==> config.mk <==
export PLATFORM = sky130hd
export DESIGN_NAME = gpio_input_conditioner
export DESIGN_NICKNAME = d
export VERILOG_FILES = /design/src/rtl/gpio_input_conditioner.sv
export SDC_FILE = /design/constraint.sdc
export NUM_CORES = 1
export LEC_CHECK = 0
export ABC_AREA = 1
export ABC_CLOCK_PERIOD_IN_PS = 1800
export CAP_MARGIN = 20
export CORE_UTILIZATION = 50
export CTS_CLUSTER_DIAMETER = 150
export CTS_CLUSTER_SIZE = 28
export DETAILED_ROUTE_END_ITERATION = 12
export PLACE_DENSITY = 0.8
export SYNTH_ARGS = -nofsm -noshare
export SYNTH_HDL_FRONTEND = slang
export SYNTH_SLANG_ARGS = --single-unit
==> constraint.sdc <==
create_clock -name clk -period 1.8 [get_ports clk]
set_clock_uncertainty 0.15 [all_clocks]
set_input_delay 0.36 -clock clk [delete_from_list [all_inputs] [get_ports clk]]
set_output_delay 0.36 -clock clk [all_outputs]
set_load 0.02 [all_outputs]
==> src/rtl/gpio_input_conditioner.sv <==
// gpio_input_conditioner
// Turns raw, asynchronous board pins into clean, synchronous, bounce-free
// levels for the GPIO controller's gpio_in bus, plus per-bit change pulses.
// Each bit passes through a multi-flop synchronizer and then a prescaled
// debounce filter. The filter can be bypassed with debounce_en=0.
module gpio_input_conditioner #(
  parameter int INPUT_BITS     = 12,
  parameter int SYNC_STAGES    = 2,
  parameter int PRESCALE       = 1000,
  parameter int DEBOUNCE_COUNT = 4
) (
  input  logic                  clk,
  input  logic                  rst,
  input  logic [INPUT_BITS-1:0] pin_in,
  input  logic                  debounce_en,
  output logic [INPUT_BITS-1:0] gpio_in,
  output logic [INPUT_BITS-1:0] changed,
  output logic                  tick
);

  // Counter widths are at least one bit so PRESCALE=1 and DEBOUNCE_COUNT=1 stay legal.
  localparam int PS_W = (PRESCALE > 1) ? $clog2(PRESCALE) : 1;
  localparam int DB_W = (DEBOUNCE_COUNT > 1) ? $clog2(DEBOUNCE_COUNT) : 1;

  localparam logic [PS_W-1:0] PS_LAST = PS_W'(PRESCALE - 1);
  localparam logic [DB_W-1:0] DB_LAST = DB_W'(DEBOUNCE_COUNT - 1);

  logic [INPUT_BITS-1:0] sync_q [SYNC_STAGES];
  logic [INPUT_BITS-1:0] sync;

  logic [PS_W-1:0]       ps_cnt;
  logic [PS_W-1:0]       ps_next;

  logic [DB_W-1:0]       db_cnt      [INPUT_BITS];
  logic [DB_W-1:0]       db_cnt_next [INPUT_BITS];
  logic [INPUT_BITS-1:0] gpio_next;
  logic [INPUT_BITS-1:0] gpio_q;

  // Synchronizer chain: pin_in enters stage 0, the last stage is the usable level.
  always_ff @(posedge clk) begin
    if (rst) begin
      for (int s = 0; s < SYNC_STAGES; s++) begin
        sync_q[s] <= '0;
      end
    end else begin
      sync_q[0] <= pin_in;
      for (int s = 1; s < SYNC_STAGES; s++) begin
        sync_q[s] <= sync_q[s-1];
      end
    end
  end

  assign sync = sync_q[SYNC_STAGES-1];

  // Next prescaler count: 0..PRESCALE-1 then wrap.
  always_comb begin
    ps_next = ps_cnt + PS_W'(1);
    if (ps_cnt == PS_LAST) begin
      ps_next = '0;
    end
  end

  // Free-running prescaler; tick is registered so it is high exactly while the count sits at its last value.
  always_ff @(posedge clk) begin
    if (rst) begin
      ps_cnt <= '0;
      tick   <= 1'b0;
    end else begin
      ps_cnt <= ps_next;
      tick   <= (ps_next == PS_LAST);
    end
  end

  // Per-bit debounce decision: a new level is accepted only after enough consecutive differing samples.
  always_comb begin
    gpio_next = gpio_in;
    for (int i = 0; i < INPUT_BITS; i++) begin
      db_cnt_next[i] = db_cnt[i];
    end
    if (!debounce_en) begin
      gpio_next = sync;
      for (int i = 0; i < INPUT_BITS; i++) begin
        db_cnt_next[i] = '0;
      end
    end else if (tick) begin
      for (int i = 0; i < INPUT_BITS; i++) begin
        if (sync[i] == gpio_in[i]) begin
          db_cnt_next[i] = '0;
        end else if (db_cnt[i] == DB_LAST) begin
          gpio_next[i]   = sync[i];
          db_cnt_next[i] = '0;
        end else begin
          db_cnt_next[i] = db_cnt[i] + DB_W'(1);
        end
      end
    end
  end

  // Conditioned level, debounce counters and the delayed copy used to flag changes.
  always_ff @(posedge clk) begin
    if (rst) begin
      gpio_in <= '0;
      gpio_q  <= '0;
      changed <= '0;
      for (int i = 0; i < INPUT_BITS; i++) begin
        db_cnt[i] <= '0;
      end
    end else begin
      gpio_in <= gpio_next;
      gpio_q  <= gpio_in;
      changed <= gpio_in ^ gpio_q;
      for (int i = 0; i < INPUT_BITS; i++) begin
        db_cnt[i] <= db_cnt_next[i];
      end
    end
  end

endmodule

After elaboration in Yosys (flattened, before gate mapping)
Memories as Yosys holds them, arrays and structs flattened.
Index checks and enable logic that the tools add are counted.
{ "classes": {"n_addsub": 13, "eq_ne": 51, "mux": 70, "n_bitwise": 15, "reduce_logical": 12} }
{ "ops": {"columns": ["operator", "n"], "rows": [
  ["two-way mux 2 bit", 36],
  ["two-way mux 12 bit", 4],
  ["two-way mux 24 bit", 2],
  ["AND reduction 3 bit", 12],
  ["two-way mux 1 bit", 27],
  ["inequality test 2 x 1 -> 1 bit, second input constant", 13],
  ["adder 2 x 1 -> 2 bit, second input constant", 12],
  ["equality test 2 bit, second input constant", 12],
  ["inequality test 2 bit, second input constant", 12],
  ["equality test 10 bit, second input constant", 2],
  ["OR 1 bit", 14],
  ["equality test 1 bit", 12],
  ["XOR 12 bit", 1],
  ["adder 10 x 1 -> 10 bit, second input constant", 1],
  ["two-way mux 10 bit", 1]
]} }
{ "totals": {"ff_bits": 47, "ram_bits": 48, "input_bits": 15, "output_inout_bits": 25, "word_cells": 179, "n_memories": 2} }
{ "memory_table": {"columns": ["name", "depth", "width", "read_ports", "rd_clocked_by_memory_dff", "wr", "line", "text"], "rows": [
  ["db_cnt", 12, 2, 12, 0, 12, "34", "logic [DB_W-1:0] db_cnt [INPUT_BITS];"],
  ["sync_q", 2, 12, 2, 0, 2, "28", "logic [INPUT_BITS-1:0] sync_q [SYNC_STAGES];"]
]} }

Depth between registers and ports, before layout
Gate-level depths: netlist (run 1).
{ "logic_depth": {"ltp_word": 6, "depth_mapped": 9} }

Least setup slack after synthesis (run 1)
OpenSTA, ideal clock, no wires.
{ "synth_timing": {"path_type": "register -> register", "from": "reg ps_cnt[1]", "to": "reg tick", "setup_ns": 0.111, "t_arrival_ns": 1.140, "setup_slack_ns": 0.399, "stages_incl_launch_ff": 9, "path_buffers": 0, "synth_period_minus_slack_ns": 1.401, "cell_sequence": "dfxtp_1 -> ha_1 -> nand2_1 -> nor2_2 -> nand3_1 -> nand2_1 -> nor2_1 -> nand3_1 -> nor2_1"} }
{ "synth_between": {"elab_chain_len": 3, "word_cells_on_any_way": 4, "classes_between": "add/sub (1); eq/ne (2); mux (1)"} }
{ "synth_rtl": {"columns": ["element", "line", "text"], "rows": [
  ["start, declared", "31", "logic [PS_W-1:0] ps_cnt;"],
  ["start signal, assigned", "69", "ps_cnt <= ps_next;"],
  ["adder 10 x 1 -> 10 bit / equality test 10 bit (equally long branches)", "57, 58", null],
  ["two-way mux 10 bit *", "58", "if (ps_cnt == PS_LAST) begin"],
  ["equality test 10 bit *", "70", "tick <= (ps_next == PS_LAST);"],
  ["end signal, assigned", "70", null],
  ["end, declared", "18", "output logic tick"]
]} }
Mark *: on every way between the ends. The rest lies on a longest branch, timed or not.
A chain may end at the register's enable or synchronous reset.

Worst setup path in the final report (run 1)
{ "layout_timing": {"from": "reg gpio_in[6]", "to": "out gpio_in[6]"} }
{ "layout_rtl": {"columns": ["element", "line", "text"], "rows": [
  ["start, declared", "16", "output logic [INPUT_BITS-1:0] gpio_in,"],
  ["start signal, assigned", "109", "gpio_in <= gpio_next;"]
]} }
No word-level cell between the ends.

==> impl_metrics.py, run 1 <==
metrics = {
    "status": {
        "run_status": "complete, no violations",
    },
    "drt": {
        "vias": 2788,
        "drc": 0,
        "dr.first_iter.drc_count": 96,
        "routedWlPerCell_um": 11.1,
        "postRouteAntennaNets": 0,
        "vias_per_cell": 4.75,
        "firstDrtPassIters": 4,
        "drt_wl_total_um": 6490,
    },
    "synthesis": {
        "synth_compound_area_frac": 0.0723,
        "syn_inst": 436,
        "yosys_warnings": 0,
        "synthMuxAreaShare": 0,
        "ys_top_cells_by_area": "dfxtp_1 53%, nand2_1 9.9%, nor2_1 5.7%, ha_1 4.9%, inv_1 4.7%",
        "synth_edf_count": 0,
        "ys_async_sr_fraction": 0,
        "synth-simple-area-share": 0.216,
        "synth_nets": 465,
        "synth-xor-area-share": 0.0614,
        "ys_ff_latch": 95,
        "synth.avg_cell_area_um2": 8.18,
        "synth_area_um2": 3560,
        "synth.top_cell.area_share": 0.534,
        "ys.flop_type": "dfxtp_1",
        "synth_top_family_by_area": "simple AND/OR/NAND/NOR gates",
        "yosysSeqAreaShare": 0.534,
        "yosys.area.top_type": "dfxtp_1",
        "yosysUniqueCellTypes": 19,
        "synth-adder-area-share": 0.0491,
    },
    "cells_and_area": {
        "antennaDiodeCount": 0,
        "area_growth_syn_to_layout_pct": 21.4,
        "fin_nets": 515,
        "final_common_cell": "dfxtp_1",
        "layout-drive-gt1-share": 0.0754,
        "layout_common_cells": "95 x dfxtp_1, 94 x nand2_1, 54 x nor2_1, 45 x inv_1, 26 x a21oi_1",
        "final_cell_area_um2": 4330,
    },
    "placed_design": {
        "dpl_cell_area_um2": 4150,
        "gp_congestion": 0.772,
        "port_buffers": 39,
        "post-place-ws_ns": 0.0300,
        "place_hpwl_um": 4490,
    },
    "setup_path": {
        "cp_slowest_stage_delay_ns": 0.42,
        "critPathKind": "reg2out",
        "arrival_ns": 1.13,
        "critical_path_buf_inv_count": 1,
        "path_cells": "dlygate4sd2_1",
        "crit_required_ns": 1.29,
        "slowest_stage": "dfxtp_1",
        "worstSetupEndpointType": "output port",
        "start_kind": "flop",
        "critPathMaxFanout": 4,
        "cpLargestDelayFamily": "flip-flops",
    },
    "die": {
        "die_h_um": 86.4,
        "io_pins": 40,
        "coreArea_um2": 6830,
        "die-area_um2": 7470,
        "row_count": 30,
        "initial_core_util": 0.522,
        "die_w_um": 86.4,
    },
    "grt": {
        "grt_max_degree": 43,
        "grt_util_all_layers": 0.198,
        "grt_pass1_wl_um": 11500,
        "gr-total-overflow": 0,
        "grt_pass1_vias": 2738,
        "antenna_found_initial": 0,
    },
    "pwr": {
        "power_leakage_nw": 2.14,
        "p_sw_w": 0.000863,
        "p_per_area_nw_per_um2": 846,
        "p_comb_frac": 0.058,
        "power_w": 0.00366,
        "seqPwrFrac": 0.594,
        "switching_share": 0.236,
        "p_int_w": 0.00280,
        "pwr-share-clk": 0.348,
        "irDropWorstVdd_mv": 0.662,
    },
    "clock_tree": {
        "postCtsSetupBuffers": 0,
        "ctsHoldBuffers": 0,
        "cts_buffers": 9,
        "clock-root-buffer": "clkbuf_8",
        "insertion_delay_ns": 0.36,
        "htree_levels": 3,
        "cts.path.max_buffers": 2,
        "path_clk_slew_ns": 0.09,
        "clock_sinks": 95,
        "cts_tree": "yes",
    },
    "sta": {
        "setup_violations": 0,
        "timing.final.ws_setup_ns": 0.158,
        "drv_slew": 0,
        "rsz0062_at_grt": "false",
        "slew_headroom": 0.782,
        "finalCritPeriodShare": 0.912,
        "fin_crit_ns": 1.64,
        "fmaxAchievable_mhz": 609,
        "worstMarginPinSlew_ns": 0.327,
        "setup-tns-final_ns": 0,
        "hold_violations": 0,
    },
    "flow_run": {
        "drv_cap": 0,
    },
    "min_path": {
        "hold_class": "reg2reg",
    },
}
Yosys cell counts (2+ instances only):
cell type   n
nor2_2      4
nand4_1     2
clkbuf_1    8
buf_2       7
dfxtp_1    95
nand3_1    20
nor3_1     14
o21ai_0    24
nor2_1     54
a21oi_1    26
nand2_1    94
ha_1       14
xor2_1     12
inv_1      45
xnor2_1    13
power groups by stage:
stage / logic (W) / clock network, W / registers (W)
4_1_cts: 0.000215 / 0.00131 / 0.00217
5_1_grt: 0.000237 / 0.00140 / 0.00218
3_5_place_dp: 0.000220 / 0 / 0.00222
2_1_floorplan: 0.000101 / 0 / 0.00224
3_3_place_gp: 0.000215 / 0 / 0.00222
6_report: 0.000211 / 0.00127 / 0.00217
per-stage QoR:
| step | util | hold slack (ns) | cells |
|---|---|---|---|
| after floorplan | - | 0.238 | 436 |
| after global placement | 0.608 | 0.241 | 571 |
| after detailed placement | 0.608 | 0.246 | 571 |
| after CTS | 0.631 | 0.259 | 587 |
| after global routing | 0.633 | 0.276 | 587 |
| final | 0.633 | 0.257 | 587 |
cell families (layout without fill, tap and decap cells):
| kind of cell | after synthesis | after routing |
|---|---|---|
| adder cells (fa/ha/maj) | 14 | 14 |
| AO/OA/AOI/OAI | 51 | 51 |
| XOR/XNOR | 25 | 25 |
| AND/OR/NAND/NOR | 189 | 189 |
| flip-flops | 95 | 95 |
| buffers and inverters | 62 | 117 |
state kept, by name (all words and copies together), names as in the netlist:
signal and flops:
db_cnt 24, sync_q 24, changed 12, gpio_in 12, gpio_q 12, ps_cnt 10
tick 1
layer usage:
layer  track usage  vias up  share of wire
met4        0.0652        0         0.0092
met2         0.351       67           0.50
met5             0        -              0
met1         0.225     1257           0.44
met3        0.0648        6          0.047
li1              -     1458              -
what timing repair did:
item,CTS,global route
setup endpoints to repair,19,6
resized for setup,19,6
endpoints found under the hold margin,0,0
area by class of cell:
type	count	area (um^2)
inverters	46	173
well taps	96	120
clock inverters	5	42.5
multi-input cells	279	1420
clock buffers	11	141
flip-flops and latches	95	1900
repair buffers	55	527
fillers	594	2500
worst paths after layout:
kind / to / slack, ns / startpoint / depth (start not counted)
max: gpio_in[6] / 0.16 / gpio_in[6]$_SDFFE_PP0P_ / 1
min: sync_q[0][17]$_SDFF_PP0_ / 0.26 / sync_q[0][5]$_SDFF_PP0_ / 2
max reg2reg: tick$_SDFF_PP0_ / 0.17 / ps_cnt[0]$_SDFF_PP0_ / 8
min reg2reg: sync_q[0][17]$_SDFF_PP0_ / 0.26 / sync_q[0][5]$_SDFF_PP0_ / 2
Note: power is estimated with default switching activity, not from simulation.
==> run 2, diff against run 1 <==
- CORE_UTILIZATION: 50 -> 45
- PLACE_DENSITY: 0.8 -> 0.74
==> run 2 against run 1 <==
Total power is 7.7% higher. Critical endpoint is now gpio_in[1]. Global-route usage is 2.6 points lower. Critical path depth stayed put. Largest power group unchanged. Die area is 11% higher.
==> impl_metrics.py, run 2 (synthesis results as in run 1) <==
metrics = {
    "die": {
        "io_pins": 40,
        "coreArea_um2": 7690,
        "row_count": 32,
        "die-area_um2": 8280,
        "die_h_um": 91,
        "initial_core_util": 0.464,
        "die_w_um": 91,
    },
    "setup_path": {
        "critical_path_buf_inv_count": 1,
        "cp_slowest_stage_delay_ns": 0.42,
        "critPathMaxFanout": 4,
        "start_kind": "flop",
        "reg2reg_slack_ns": 0.19,
        "path_cells": "dlygate4sd2_1",
        "critPathKind": "reg2out",
        "slowest_stage": "dfxtp_1",
        "worstSetupEndpointType": "output port",
        "cpLargestDelayFamily": "flip-flops",
        "crit_required_ns": 1.29,
        "arrival_ns": 1.14,
        "cp.depth": 1,
        "rr_worst_depth": 8,
    },
    "pwr": {
        "power_leakage_nw": 2.15,
        "p_per_area_nw_per_um2": 899,
        "irDropWorstVdd_mv": 0.571,
    },
    "drt": {
        "routedWlPerCell_um": 11.0,
        "drt_wl_total_um": 6580,
        "firstDrtPassIters": 4,
        "postRouteAntennaNets": 0,
        "vias": 2813,
        "vias_per_cell": 4.72,
        "dr.first_iter.drc_count": 121,
        "drc": 0,
    },
    "placed_design": {
        "place_hpwl_um": 4510,
        "port_buffers": 39,
        "gp_congestion": 0.790,
    },
    "cells_and_area": {
        "ff_latch_area_um2": 1900,
        "final_common_cell": "dfxtp_1",
        "largestRegisters": "db_cnt (24), sync_q (24)",
        "antennaDiodeCount": 0,
        "area_growth_syn_to_layout_pct": 23.0,
        "layout-drive-gt1-share": 0.0830,
        "fill_cells": 721,
        "fin_nets": 518,
        "layout_common_cells": "95 x dfxtp_1, 94 x nand2_1, 54 x nor2_1, 45 x inv_1, 26 x a21oi_1",
        "multi_input_area_um2": 1420,
        "utilization": 0.570,
    },
    "sta": {
        "fin_crit_ns": 1.65,
        "slew_headroom": 0.769,
        "rsz0062_at_grt": "false",
        "setup-tns-final_ns": 0,
        "hold_violations": 0,
        "fmaxAchievable_mhz": 606,
        "setup_violations": 0,
        "worstMarginPinSlew_ns": 0.346,
        "drv_slew": 0,
        "finalCritPeriodShare": 0.916,
    },
    "clock_tree": {
        "cts_tree": "yes",
        "path_clk_slew_ns": 0.09,
        "clock_sinks": 95,
        "htree_levels": 3,
        "cts_buffers": 9,
        "cts.path.max_buffers": 2,
        "clock-root-buffer": "clkbuf_8",
        "ctsHoldBuffers": 0,
        "postCtsSetupBuffers": 0,
        "insertion_delay_ns": 0.36,
    },
    "min_path": {
        "hold_class": "reg2reg",
        "min_delay_path_depth": 2,
    },
    "grt": {
        "gr-total-overflow": 0,
        "grt_util_all_layers": 0.172,
        "grt_max_degree": 38,
        "antenna_found_initial": 0,
        "grt_pass1_wl_um": 11300,
        "grt_pass1_vias": 2606,
    },
    "status": {
        "run_status": "complete, no violations",
    },
    "flow_run": {
        "drv_cap": 0,
    },
}
## run 2: worst paths after layout
path,startpoint,to
min reg2reg,sync_q[0][4]$_SDFF_PP0_,sync_q[0][16]$_SDFF_PP0_
max reg2reg,ps_cnt[1]$_SDFF_PP0_,tick$_SDFF_PP0_
min,sync_q[0][4]$_SDFF_PP0_,sync_q[0][16]$_SDFF_PP0_
max,gpio_in[1]$_SDFFE_PP0P_,gpio_in[1]
## run 2: per-layer routing
layer	track usage	wire, um	share of wire
met5	0	0	0
met1	0.206	3020	0.46
met2	0.291	3160	0.48
met3	0.0561	321	0.049
met4	0.0595	74	0.011
## run 2: timing repair
item / CTS / global route
resized for setup: 21 / 4
endpoints found under the hold margin: 0 / 0
setup endpoints to repair: 21 / 4
## run 2: power breakdown
part	internal, W	switching (W)	total [W]
combinational	0.0000960	0.000117	0.000213
sequential	0.00215	0.0000251	0.00217
clock	0.000858	0.000698	0.00156
total	0.00310	0.000840	0.00394
## run 2: layout make-up
class                      count  share of cell area
clock inverter                 5              0.0180
sequential                    95               0.434
tap                          102              0.0291
timing repair buffer          58               0.121
multi-input combinational    279               0.324
inverter                      46              0.0394
clock buffer                  11              0.0345
## run 2: tightest hold or removal path, stage by stage, from the launching register on
cell and delay [ns]:
dfxtp_1 0.30, inv_1 0.04, nor2_1 0.03
## run 2: metrics by stage
| step | instances | worst slack, ns | hold slack (ns) | power [W] | area [um^2] |
|---|---|---|---|---|---|
| 2_1_floorplan | 436 | 0.399 | 0.238 | 0.00234 | 3560 |
| 3_3_place_gp | 580 | 0.167 | 0.242 | 0.00244 | 4170 |
| 3_5_place_dp | 580 | 0.126 | 0.244 | 0.00244 | 4170 |
| 4_1_cts | 596 | 0.00123 | 0.256 | 0.00399 | 4370 |
| 5_1_grt | 596 | 0.0130 | 0.262 | 0.00411 | 4380 |
| 6_report | 596 | 0.150 | 0.255 | 0.00394 | 4380 |
==> run 3, diff against run 2 <==
- ABC_AREA: 1 -> unset
- GPL_TIMING_DRIVEN: unset -> 0
- RECOVER_POWER: unset -> 100
==> run 3 against run 2 <==
Synthesized area up 1.2%. Hold slack better by 0.040 ns. First-iteration DRC count is 84% higher. Sequential share of layout area grew 1.1 points. Wire length rose by 11%. Global-route usage is 1.5 points higher. Cell count down 9.1%. Flip-flop and latch count did not move. Clock-buffer cell count up 2. Critical path depth is the same. Core utilization is 1.7 points lower. Combinational power decreased by 5%.
==> impl_metrics.py, run 3 <==
metrics = {
    "cells_and_area": {
        "final_cells": 542,
        "fin_nets": 464,
        "layout_common_cells": "95 x dfxtp_1, 41 x nand2_1, 40 x nor2b_1, 38 x nand3_1",
        "final_common_cell": "dfxtp_1",
        "largestRegisters": "db_cnt (24), sync_q (24)",
        "layout-drive-gt1-share": 0.0568,
        "antennaDiodeCount": 0,
        "area_growth_syn_to_layout_pct": 18.5,
    },
    "clock_tree": {
        "insertion_delay_ns": 0.36,
        "ctsHoldBuffers": 0,
        "cts.path.max_buffers": 2,
        "htree_levels": 3,
        "clock_sinks": 95,
        "path_clk_slew_ns": 0.09,
        "cts_buffers": 9,
        "clock-root-buffer": "clkbuf_8",
        "cts_tree": "yes",
        "postCtsSetupBuffers": 0,
    },
    "setup_path": {
        "slowest_stage": "clkdlybuf4s50_1",
        "cpLargestDelayFamily": "buffers and inverters",
        "path_cells": "clkdlybuf4s50_1",
        "reg2reg_slack_ns": 0.10,
        "cp_slowest_stage_delay_ns": 0.59,
        "worstSetupEndpointType": "output port",
        "critPathMaxFanout": 1,
        "start_kind": "flop",
        "critical_path_buf_inv_count": 1,
        "crit_required_ns": 1.29,
        "crit_start": "changed[1]$_SDFF_PP0_",
        "critPathKind": "reg2out",
        "timing.rr.start": "ps_cnt[2]$_SDFF_PP0_",
        "arrival_ns": 1.25,
    },
    "sta": {
        "rsz0062_at_grt": "false",
        "finalCritPeriodShare": 0.977,
        "worstMarginPinSlew_ns": 0.658,
        "fin_crit_ns": 1.76,
        "fmaxAchievable_mhz": 569,
        "timing.final.ws_setup_ns": 0.0411,
        "setup-tns-final_ns": 0,
        "setup_violations": 0,
        "drv_slew": 0,
        "slew_headroom": 0.562,
        "hold_violations": 0,
    },
    "die": {
        "die-area_um2": 8380,
        "die_w_um": 91.5,
        "initial_core_util": 0.467,
        "coreArea_um2": 7730,
        "die_h_um": 91.5,
        "row_count": 32,
        "io_pins": 40,
    },
    "min_path": {
        "hp-start": "sync_q[0][1]$_SDFF_PP0_",
        "hold_class": "reg2reg",
    },
    "placed_design": {
        "port_buffers": 38,
        "gp_congestion": 0.779,
        "place_hpwl_um": 5020,
        "post-place-ws_ns": -0.470,
        "numPlacedInstances": 526,
    },
    "synthesis": {
        "synth_nets": 415,
        "yosysUniqueCellTypes": 28,
        "yosysMostFrequentCell": "dfxtp_1",
        "yosys.area.top_type": "dfxtp_1",
        "yosys_warnings": 0,
        "yosysSeqAreaShare": 0.527,
        "synth_commonest_cells": "95 x dfxtp_1, 41 x nand2_1, 40 x nor2b_1, 38 x nand3_1",
        "ys_ff_latch": 95,
        "synth.top_cell.area_share": 0.527,
        "ys_top_cells_by_area": "dfxtp_1 53%, nor2b_1 6.9%, nand3_1 5.3%, ha_1 4.9%, a21oi_1 4.4%",
        "ys_async_sr_fraction": 0,
        "synth.avg_cell_area_um2": 9.35,
        "synth_edf_count": 0,
        "ys.flop_type": "dfxtp_1",
        "syn_inst": 386,
        "synth_area_um2": 3610,
    },
    "drt": {
        "vias": 2724,
        "firstDrtPassIters": 5,
        "vias_per_cell": 5.03,
        "dr.first_iter.drc_count": 223,
        "drc": 0,
        "routedWlPerCell_um": 13.5,
        "drt_wl_total_um": 7300,
        "postRouteAntennaNets": 0,
    },
    "grt": {
        "grt_pass1_vias": 2541,
        "gr-total-overflow": 0,
        "grt_pass1_wl_um": 12000,
        "antenna_found_initial": 0,
        "grt_max_degree": 15,
        "grt_util_all_layers": 0.188,
    },
    "pwr": {
        "power_leakage_nw": 1.72,
        "p_per_area_nw_per_um2": 878,
        "irDropWorstVdd_mv": 0.462,
    },
    "flow_run": {
        "drv_cap": 0,
    },
    "status": {
        "run_status": "complete, no violations",
    },
}
[run 3: report_power, final]
group          leakage, nW  switching, W  total, W  internal (W)
sequential           0.773     0.0000346   0.00218       0.00215
combinational        0.855      0.000113  0.000202     0.0000888
clock               0.0936      0.000689   0.00137      0.000680
[run 3: timing repair]
item | in CTS | in global routing
resized for setup | 27 | 9
endpoints found under the hold margin | 0 | 0
endpoints found under the setup margin | 56 | 32
[run 3: metrics by stage]
stage | total power [W] | area [um^2] | util | hold WS, ns
2_1_floorplan | 0.00234 | 3610 | - | 0.264
3_3_place_gp | 0.00244 | 4120 | 0.533 | 0.266
3_5_place_dp | 0.00244 | 4120 | 0.533 | 0.276
4_1_cts | 0.00381 | 4290 | 0.555 | 0.298
5_1_grt | 0.00391 | 4280 | 0.553 | 0.310
6_report | 0.00375 | 4280 | 0.553 | 0.295
[run 3: final timing paths]
kind / to / cells past startpoint
setup / recovery: changed[1] / 1
hold / removal: sync_q[0][13]$_SDFF_PP0_ / 1
setup reg to reg: tick$_SDFF_PP0_ / 4
hold reg to reg: sync_q[0][13]$_SDFF_PP0_ / 1
[run 3: cells by family (layout without fill, tap and decap cells)]
family / count (synthesis) / count (layout) / synth area share
AO/OA/AOI/OAI: 39 / 39 / 0.0586
multiplexers: 3 / 3 / 0.00832
flip-flops: 95 / 95 / 0.527
XOR/XNOR: 30 / 30 / 0.0728
buffers and inverters: 22 / 76 / 0.0229
AND/OR/NAND/NOR: 183 / 183 / 0.262
adder cells (fa/ha/maj): 14 / 14 / 0.0485
[run 3: layout make-up]
type                            count  area [um^2]
Sequential cell                    95         1900
Clock inverter                      3         42.5
Timing Repair Buffer               38          335
Fill cell                         728         3450
Inverter                            4         15.0
Multi-Input combinational cell    269         1630
Clock buffer                       13          149
Buffer                             18         77.6
Tap cell                          102          128
[run 3: layer usage]
metal	GRT usage	part of all wire
met3	0.0536	0.050
met4	0.0661	0.012
met1	0.237	0.46
met2	0.305	0.48
met5	0	0
